==> src/rtl/link_control_pkg.sv <==
// Shared definitions for the game-loop sequencer: state codes, strobe bundle
// and the state-to-strobe decode used by the registered output stage.
package link_control_pkg;

    localparam int TIMER_WIDTH = 20;

    // 3-bit codes kept stable so debug/HEX display logic can decode them.
    typedef enum logic [2:0] {
        ST_BOOT  = 3'd0,
        ST_INIT  = 3'd1,
        ST_IDLE  = 3'd2,
        ST_REG   = 3'd3,
        ST_CHECK = 3'd4,
        ST_APPLY = 3'd5,
        ST_MAP   = 3'd6,
        ST_LINK  = 3'd7
    } state_t;

    typedef struct packed {
        logic init;
        logic idle;
        logic reg_action;
        logic apply_action;
        logic draw_map;
        logic draw;
    } strobes_t;

    function automatic strobes_t decode_state(input state_t s);
        strobes_t o;
        o = '0;
        case (s)
            ST_INIT:  o.init         = 1'b1;
            ST_IDLE:  o.idle         = 1'b1;
            ST_REG:   o.reg_action   = 1'b1;
            ST_APPLY: o.apply_action = 1'b1;
            ST_MAP:   o.draw_map     = 1'b1;
            ST_LINK:  o.draw         = 1'b1;
            default:  o              = '0;
        endcase
        return o;
    endfunction

endpackage

==> src/rtl/link_control_if.sv <==
// Handshake bundle between the sequencer and the character/map datapath.
interface link_control_if;
    logic pause;
    logic map_done;
    logic draw_done;
    logic init;
    logic idle;
    logic reg_action;
    logic apply_action;
    logic draw_map;
    logic draw;
    logic frame_overrun;
    logic timeout_err;

    modport master (
        input  pause, map_done, draw_done,
        output init, idle, reg_action, apply_action, draw_map, draw,
               frame_overrun, timeout_err
    );

    modport slave (
        output pause, map_done, draw_done,
        input  init, idle, reg_action, apply_action, draw_map, draw,
               frame_overrun, timeout_err
    );
endinterface

==> src/rtl/link_control_frame_timer.sv <==
// Free-running frame pacer: tick is high for the single cycle the counter wraps.
module frame_timer
    import link_control_pkg::*;
#(
    parameter int FRAME_CYCLES = 833333
) (
    input  logic clock,
    input  logic reset,
    output logic tick
);
    localparam logic [TIMER_WIDTH-1:0] LAST = TIMER_WIDTH'(FRAME_CYCLES - 1);

    logic [TIMER_WIDTH-1:0] count_reg;

    always_ff @(posedge clock) begin
        if (reset) begin
            count_reg <= '0;
        end else if (count_reg == LAST) begin
            count_reg <= '0;
        end else begin
            count_reg <= count_reg + 1'b1;
        end
    end

    assign tick = (count_reg == LAST);
endmodule

==> src/rtl/link_control.sv <==
// Game-loop sequencer: paces one init/reg/check/apply/map/draw pass per frame
// tick, queues at most one late frame, and aborts stuck renderer waits.
module link_control
    import link_control_pkg::*;
#(
    parameter int FRAME_CYCLES = 833333,
    parameter int CHECK_CYCLES = 2,
    parameter int TIMEOUT      = 131071
) (
    input  logic           clock,
    input  logic           reset,
    link_control_if.master lnk
);
    localparam int CHECK_W = $clog2(CHECK_CYCLES + 1);
    localparam int WAIT_W  = $clog2(TIMEOUT + 1);
    localparam logic [CHECK_W-1:0] CHECK_LAST = CHECK_W'(CHECK_CYCLES - 1);
    localparam logic [WAIT_W-1:0]  WAIT_LAST  = WAIT_W'(TIMEOUT - 1);

    logic tick;

    state_t             state_reg, state_next;
    logic               pending_reg, pending_next;
    logic [CHECK_W-1:0] check_cnt_reg, check_cnt_next;
    logic [WAIT_W-1:0]  wait_cnt_reg, wait_cnt_next;
    strobes_t           strobes_reg;
    logic               overrun_reg, overrun_next;
    logic               timeout_reg, timeout_next;

    frame_timer #(.FRAME_CYCLES(FRAME_CYCLES)) u_frame_timer (
        .clock (clock),
        .reset (reset),
        .tick  (tick)
    );

    always_comb begin
        state_next     = state_reg;
        pending_next   = pending_reg;
        check_cnt_next = check_cnt_reg;
        wait_cnt_next  = wait_cnt_reg;
        timeout_next   = 1'b0;
        overrun_next   = tick & pending_reg;
        if (tick) begin
            pending_next = 1'b1;
        end
        case (state_reg)
            ST_BOOT: state_next = ST_INIT;
            ST_INIT: state_next = ST_IDLE;
            ST_IDLE: begin
                if ((pending_reg | tick) & ~lnk.pause) begin
                    state_next   = ST_REG;
                    pending_next = 1'b0;
                end
            end
            ST_REG: begin
                state_next     = ST_CHECK;
                check_cnt_next = '0;
            end
            ST_CHECK: begin
                if (check_cnt_reg == CHECK_LAST) begin
                    state_next = ST_APPLY;
                end else begin
                    check_cnt_next = check_cnt_reg + 1'b1;
                end
            end
            ST_APPLY: begin
                state_next    = ST_MAP;
                wait_cnt_next = '0;
            end
            // A done seen while the wait count is still zero is left over from
            // the previous pass and is ignored.
            ST_MAP, ST_LINK: begin
                if (((state_reg == ST_MAP) ? lnk.map_done : lnk.draw_done)
                        && (wait_cnt_reg != '0)) begin
                    state_next    = (state_reg == ST_MAP) ? ST_LINK : ST_IDLE;
                    wait_cnt_next = '0;
                end else if (wait_cnt_reg == WAIT_LAST) begin
                    // Abort re-enters through BOOT so timeout_err and init
                    // land on separate cycles.
                    state_next    = ST_BOOT;
                    timeout_next  = 1'b1;
                    pending_next  = 1'b0;
                end else begin
                    wait_cnt_next = wait_cnt_reg + 1'b1;
                end
            end
            default: state_next = ST_BOOT;
        endcase
    end

    always_ff @(posedge clock) begin
        if (reset) begin
            state_reg     <= ST_BOOT;
            pending_reg   <= 1'b0;
            check_cnt_reg <= '0;
            wait_cnt_reg  <= '0;
            strobes_reg   <= '0;
            overrun_reg   <= 1'b0;
            timeout_reg   <= 1'b0;
        end else begin
            state_reg     <= state_next;
            pending_reg   <= pending_next;
            check_cnt_reg <= check_cnt_next;
            wait_cnt_reg  <= wait_cnt_next;
            strobes_reg   <= decode_state(state_next);
            overrun_reg   <= overrun_next;
            timeout_reg   <= timeout_next;
        end
    end

    assign lnk.init          = strobes_reg.init;
    assign lnk.idle          = strobes_reg.idle;
    assign lnk.reg_action    = strobes_reg.reg_action;
    assign lnk.apply_action  = strobes_reg.apply_action;
    assign lnk.draw_map      = strobes_reg.draw_map;
    assign lnk.draw          = strobes_reg.draw;
    assign lnk.frame_overrun = overrun_reg;
    assign lnk.timeout_err   = timeout_reg;
endmodule
==> src/flat_wrapper.sv <==
// flat-port wrapper written by rule: the top's interface ports become plain ports
module link_control_flat import link_control_pkg::*;
#(
    parameter int FRAME_CYCLES = 833333,
    parameter int CHECK_CYCLES = 2,
    parameter int TIMEOUT      = 131071
)
  (clock, reset, lnk_pause, lnk_map_done, lnk_draw_done, lnk_init, lnk_idle, lnk_reg_action, lnk_apply_action, lnk_draw_map, lnk_draw, lnk_frame_overrun, lnk_timeout_err);
  link_control_if lnk_i ();
  input  logic clock;
  input  logic reset;
  input wire logic [$bits(lnk_i.pause)-1:0] lnk_pause;
  input wire logic [$bits(lnk_i.map_done)-1:0] lnk_map_done;
  input wire logic [$bits(lnk_i.draw_done)-1:0] lnk_draw_done;
  output wire logic [$bits(lnk_i.init)-1:0] lnk_init;
  output wire logic [$bits(lnk_i.idle)-1:0] lnk_idle;
  output wire logic [$bits(lnk_i.reg_action)-1:0] lnk_reg_action;
  output wire logic [$bits(lnk_i.apply_action)-1:0] lnk_apply_action;
  output wire logic [$bits(lnk_i.draw_map)-1:0] lnk_draw_map;
  output wire logic [$bits(lnk_i.draw)-1:0] lnk_draw;
  output wire logic [$bits(lnk_i.frame_overrun)-1:0] lnk_frame_overrun;
  output wire logic [$bits(lnk_i.timeout_err)-1:0] lnk_timeout_err;
  assign lnk_i.pause = lnk_pause;
  assign lnk_i.map_done = lnk_map_done;
  assign lnk_i.draw_done = lnk_draw_done;
  assign lnk_init = lnk_i.init;
  assign lnk_idle = lnk_i.idle;
  assign lnk_reg_action = lnk_i.reg_action;
  assign lnk_apply_action = lnk_i.apply_action;
  assign lnk_draw_map = lnk_i.draw_map;
  assign lnk_draw = lnk_i.draw;
  assign lnk_frame_overrun = lnk_i.frame_overrun;
  assign lnk_timeout_err = lnk_i.timeout_err;
  link_control #(.FRAME_CYCLES(FRAME_CYCLES), .CHECK_CYCLES(CHECK_CYCLES), .TIMEOUT(TIMEOUT)) u_core (.clock(clock), .reset(reset), .lnk(lnk_i));
endmodule
==> config.mk <==
export PLATFORM = sky130hd
export DESIGN_NAME = link_control_flat
export DESIGN_NICKNAME = d
export VERILOG_FILES = /design/src/rtl/link_control_pkg.sv /design/src/rtl/link_control_if.sv /design/src/rtl/link_control_frame_timer.sv /design/src/rtl/link_control.sv /design/src/flat_wrapper.sv
export SDC_FILE = /design/constraint.sdc
export NUM_CORES = 1
export LEC_CHECK = 0
export ABC_AREA = 1
export CAP_MARGIN = 40
export CORE_MARGIN = 2
export CORE_UTILIZATION = 57
export CTS_CLUSTER_SIZE = 40
export DETAILED_ROUTE_END_ITERATION = 16
export DONT_BUFFER_PORTS = 1
export PLACE_DENSITY = 0.84
export SETUP_SLACK_MARGIN = 0.4
export SLEW_MARGIN = 10
export SYNTH_ARGS = -nofsm -noshare
export SYNTH_HDL_FRONTEND = slang
export SYNTH_HIERARCHICAL = 1
export SYNTH_SLANG_ARGS = --single-unit
export TNS_END_PERCENT = 10
==> constraint.sdc <==
create_clock -name clock -period 1.8 [get_ports clock]
set_clock_uncertainty 0.15 [all_clocks]
set_input_delay 0.18 -clock clock [delete_from_list [all_inputs] [get_ports clock]]
set_output_delay 0.18 -clock clock [all_outputs]
set_load 0.005 [all_outputs]
# --- After elaboration in Yosys (flattened, before gate mapping) ---
# Index checks and enable logic that the tools add are counted.
word_totals:
  ff_bits: 51
  in_bits: 5
  out_inout_bits: 8
  elab_cells: 73
classes:
  add_sub_neg: 3
  eq_ne: 18
  muxes: 24
  n_bitwise: 5
  n_reduce_logical: 10
op_table:
  columns: ["operator", "n"]
  rows:
  - ["17-bit two-way mux", 2]
  - ["17-bit case mux with 2 select lines", 1]
  - ["3-bit == test, second input constant", 7]
  - ["3-bit case mux with 7 select lines", 1]
  - ["20-bit by 1-bit adder with 20-bit output, second input constant", 1]
  - ["20-bit == test, second input constant", 1]
  - ["17-bit by 1-bit adder with 17-bit output, second input constant", 1]
  - ["17-bit == test, second input constant", 1]
  - ["17-bit nonzero test", 1]
  - ["3-bit two-way mux", 5]
  - ["3-bit by 2-bit == test with 1-bit output, second input constant", 4]
  - ["1-bit two-way mux", 12]
  - ["3-bit by 1-bit == test with 1-bit output, second input constant", 2]
  - ["2-bit case mux with 2 select lines", 1]
  - ["2-bit AND reduction", 2]
  - ["2-bit nonzero test", 2]
  - ["2-bit OR reduction", 2]
  - ["3-bit zero test", 1]
  - ["3-bit by 2-bit inequality test with 1-bit output, second input constant", 1]
  - ["3-bit OR reduction", 1]
  - ["2-bit by 1-bit adder with 2-bit output, second input constant", 1]
  - ["1-bit bitwise AND", 2]
  - ["2-bit by 1-bit == test with 1-bit output, second input constant", 1]
  - ["2-bit two-way mux", 1]
  - ["5 further kinds", 6]

# --- Depth between registers and ports, before layout ---
depth:
  ltp_word: 7
  mapped_depth: 15
  ltp_nobuf: 14

# --- By module ---
# Netlist, hierarchy kept.
by_module_without_submodules:
  columns: ["module", "n_inst", "cells_per_inst", "area_each_um2", "seq_area_each_um2"]
  rows:
  - ["link_control", 1, 282, 1891.8, 620.6]
  - ["frame_timer", 1, 163, 1149.9, 400.4]

# --- Worst setup path before layout ---
# No wires, ideal clock.
synth_timing:
  path_kind: "register to register"
  from: "register u_core.wait_cnt_reg[0]"
  to: "register u_core.wait_cnt_reg[3]"
  setup_ns: 0.114
  arrival_time_ns: 1.477
  slack_ns: 0.059
  path_stages_with_launch: 15
  path_cell_list: "dfxtp_1 inv_1 ha_1 inv_1 nor2_1 nand2_1 nor2_1 nand2_1 nand2_2 nand2_4 nand2_8 nand2_8 buf_6 a21oi_1 nor2_1"
synth_via:
  elab_chain_cells: 4
  word_cells_on_any_way: 9
synth_lines:
  columns: ["element", "line_no", "rtl"]
  rows:
  - ["from (decl)", "link_control.sv:24", "logic [WAIT_W-1:0] wait_cnt_reg, wait_cnt_next;"]
  - ["from (signal assigned)", "link_control.sv:103", "wait_cnt_reg <= wait_cnt_next;"]
  - ["17-bit by 1-bit adder with 17-bit output / 17-bit nonzero test (equally long branches)", "link_control.sv:83, link_control.sv:73", null]
  - ["17-bit two-way mux / 1-bit logical AND (equally long branches)", "link_control.sv:76, link_control.sv:73", null]
  - ["17-bit two-way mux / 3-bit by 2-bit inequality test with 1-bit output (equally long branches)", null, null]
  - ["17-bit case mux with 2 select lines / 2-bit AND reduction (equally long branches)", null, null]
# Parallel ways exist; a longest one is shown, timed or not. The select of a mux whose other input is x is not followed.
# A chain may end at the register's enable or synchronous reset.

# --- Worst setup path after layout ---
layout_timing:
  from: "register u_core.wait_cnt_reg[0]"
  to: "register u_core.wait_cnt_reg[16]"
# The elaborated chain is that of the path after synthesis.

==> flow_summary.json <==
{
  "status": "finished, violations left",
  "violations": "setup timing",
  "drt_wl_total_mm": 8.15,
  "finalMaxSlewViolations": 0,
  "ys_warn_count": 6,
  "first_iter_violations": 236,
  "synth-seq-cells": 51,
  "antenna_found_initial": 0,
  "clockBufferDepth": 2,
  "cp_max_fo": 13,
  "yosysTopAreaCell": "dfxtp_1",
  "cts_buffers": 5,
  "vias": 3073,
  "clk_pin_slew_ns": 0.10,
  "portBuffers": 0,
  "syn-num-nets": 456,
  "h-tree-depth": 2,
  "pwr_density_cell_nw_per_um2": 843,
  "finalCriticalPeriod_ns": 1.90,
  "synth_mux_area_frac": 0,
  "utilization": 0.713,
  "coreArea_sq_um": 5140,
  "diodes": 0,
  "grt_overflow": 0,
  "max_cap_viol_count": 0,
  "drc": 0,
  "area_growth_pct": 20.4,
  "largest_register_ffs": 20,
  "synth_cell_types": 36,
  "synth_edf_count": 0,
  "grt_start_max_net_pins": 20,
  "synth_most_common_cell": "nand2_1",
  "whs_ns": 0.0349,
  "dieArea_sq_um": 5940,
  "fin_nets": 487,
  "synthSimpleGateAreaFrac": 0.457,
  "io_pins": 13,
  "post_drt_wl_per_cell_um": 14.9,
  "dp_hpwl_mm": 5.13,
  "grt_pass1_vias": 2829,
  "worstPathRequired_ns": 1.82,
  "fp.dieW_um": 77.1,
  "seq_area_frac_synth": 0.336,
  "grt_usage": 0.253,
  "dr.pass1.iters": 6,
  "fin_area_sq_um": 3660,
  "synth_compound_area_frac": 0.0732,
  "root_buffer": "clkbuf_8",
  "ant_nets": 0,
  "setup-violations-final": 24,
  "synthTopCellsByArea": "dfxtp_1, nand2_1, nor2_1",
  "synthArstFlopShare": 0,
  "place_ws_ns": -0.0519,
  "end_kind": "flip-flop",
  "cts_sinks": 51,
  "rsz0062_at_grt": "true",
  "fp-row-count": 26,
  "gp_congestion": 0.974,
  "grt_pass1_wl_mm": 12.3,
  "hold_class": "input pin to flip-flop",
  "fin_ws_ns": -0.104,
  "max-slew-margin-rel": 0.551,
  "cts_tree": "yes",
  "start_util": 0.592,
  "clk_latency_ns": 0.31,
  "fp.dieH_um": 77.1,
  "netlist_top_cells_count": "nand2_1, nor2_1, dfxtp_1",
  "avgSynthCellArea_sq_um": 6.84,
  "synth_top_family_by_area": "simple AND/OR/NAND/NOR gates",
  "worstPathArrival_ns": 1.92,
  "crit_type": "flip-flop to flip-flop",
  "synth_ff_type": "dfxtp_1",
  "synth_top_area_share": 0.336,
  "drive_above_1_share": 0.283,
  "worst_slew_pin_slew_ns": 0.671,
  "ir_worst_vdd_uv": 931,
  "synth-xor-area-share": 0.0259,
  "fmax_mhz": 525,
  "vias_per_cell": 5.62,
  "syn_inst": 445,
  "hold_viol": 0,
  "period_share": 1.06,
  "dpl_cell_area_sq_um": 3200,
  "power.leakage_nw": 1.45,
  "synthesis.area_sq_um": 3040,
  "critPathLaunchType": "flip-flop",
  "synth_fa_ha_area_frac": 0.0247
}
[placed cells by master (no fill, tap or decap), types with 3 or more instances in the layout]
cell	instances
nand2_1	98
o21ai_1	6
a21oi_2	3
dfxtp_2	11
nand3_2	9
nand3_1	35
nor2_2	19
inv_2	5
inv_1	38
nand2_2	15
nand2_4	9
nor2_4	9
and2_1	3
nor3_2	3
nand4_1	11
nand2_8	4
dlygate4sd3_1	3
xor2_1	3
buf_4	26
xnor2_1	5
ha_1	3
a21oi_1	20
dfxtp_1	39
nor2_1	62
o21ai_0	6
clkbuf_8	5
[what timing repair did]
action                                  4_1_cts  5_1_grt
resized for setup                            12       56
setup buffers                                 2        5
hold buffers                                  2        1
endpoints found under the setup margin       51       51
cloned                                        3        0
hold endpoints to repair                     16       14
pin swaps                                     0       27
[area by class of cell]
class | count | area (sq um)
multi-input combinational | 343 | 2020
fill | 394 | 1480
sequential | 51 | 1040
timing repair buffer | 30 | 236
inverter | 45 | 179
tap | 70 | 87.6
clock buffer | 5 | 68.8
clock inverter | 3 | 28.8
[report_power, final]
group / internal [W] / total, W / leakage, nW / switching, W
clock network: 0.000289 / 0.000718 / 0.0502 / 0.000429
logic: 0.000380 / 0.00102 / 0.980 / 0.000635
registers: 0.00125 / 0.00135 / 0.418 / 0.000109
[worst max-delay path: stages, from the launching register on]
cell	delay, ns
dfxtp_2	0.35
inv_2	0.09
ha_4	0.14
inv_2	0.03
nor2_1	0.07
nand2_1	0.06
nor2_1	0.12
nand2_2	0.11
nand2_4	0.13
nand2_4	0.09
nand2_8	0.12
nand2_8	0.11
nand2_1	0.11
a21oi_1	0.08
[final timing paths]
path                            slack, ns  cells after the start                                 from                                            to
worst max-delay path                -0.10                     13  u_core/wait_cnt_reg[0]$_SDFFE_PP0P_          u_core/wait_cnt_reg[16]$_SDFFE_PP0P_
worst min-delay path                 0.03                      3                                reset  u_core/u_frame_timer/count_reg[0]$_SDFF_PP0_
worst max register to register      -0.10                     13  u_core/wait_cnt_reg[0]$_SDFFE_PP0P_          u_core/wait_cnt_reg[16]$_SDFFE_PP0P_
worst min register to register       0.35                      2        u_core/pending_reg$_SDFF_PP0_           u_core/lnk.frame_overrun$_SDFF_PP0_
[routing by layer]
layer  wire length (um)  GRT usage  vias up
met3                494     0.0424       33
met2               4190      0.456      141
met5                  0          0        -
li1                   -          -     1485
met4                255      0.120        0
met1               3210      0.290     1414
[kinds of logic after synthesis]
kind of cell | after synthesis
flip-flops | 51
AND/OR/NAND/NOR | 284
adder cells (fa/ha/maj) | 6
AO/OA/AOI/OAI | 41
XOR/XNOR | 9
buffers and inverters | 54
[through the flow]
step	power [W]	std cells	setup TNS, ns
final	0.00309	547	-1.44
after global routing	0.00325	547	-4.59
after CTS	0.00293	541	0
after detailed placement	0.00212	526	-0.204
after global placement	0.00206	526	0
after floorplan	0.00197	445	0
No activity file was read; power rests on OpenSTA's default activity.
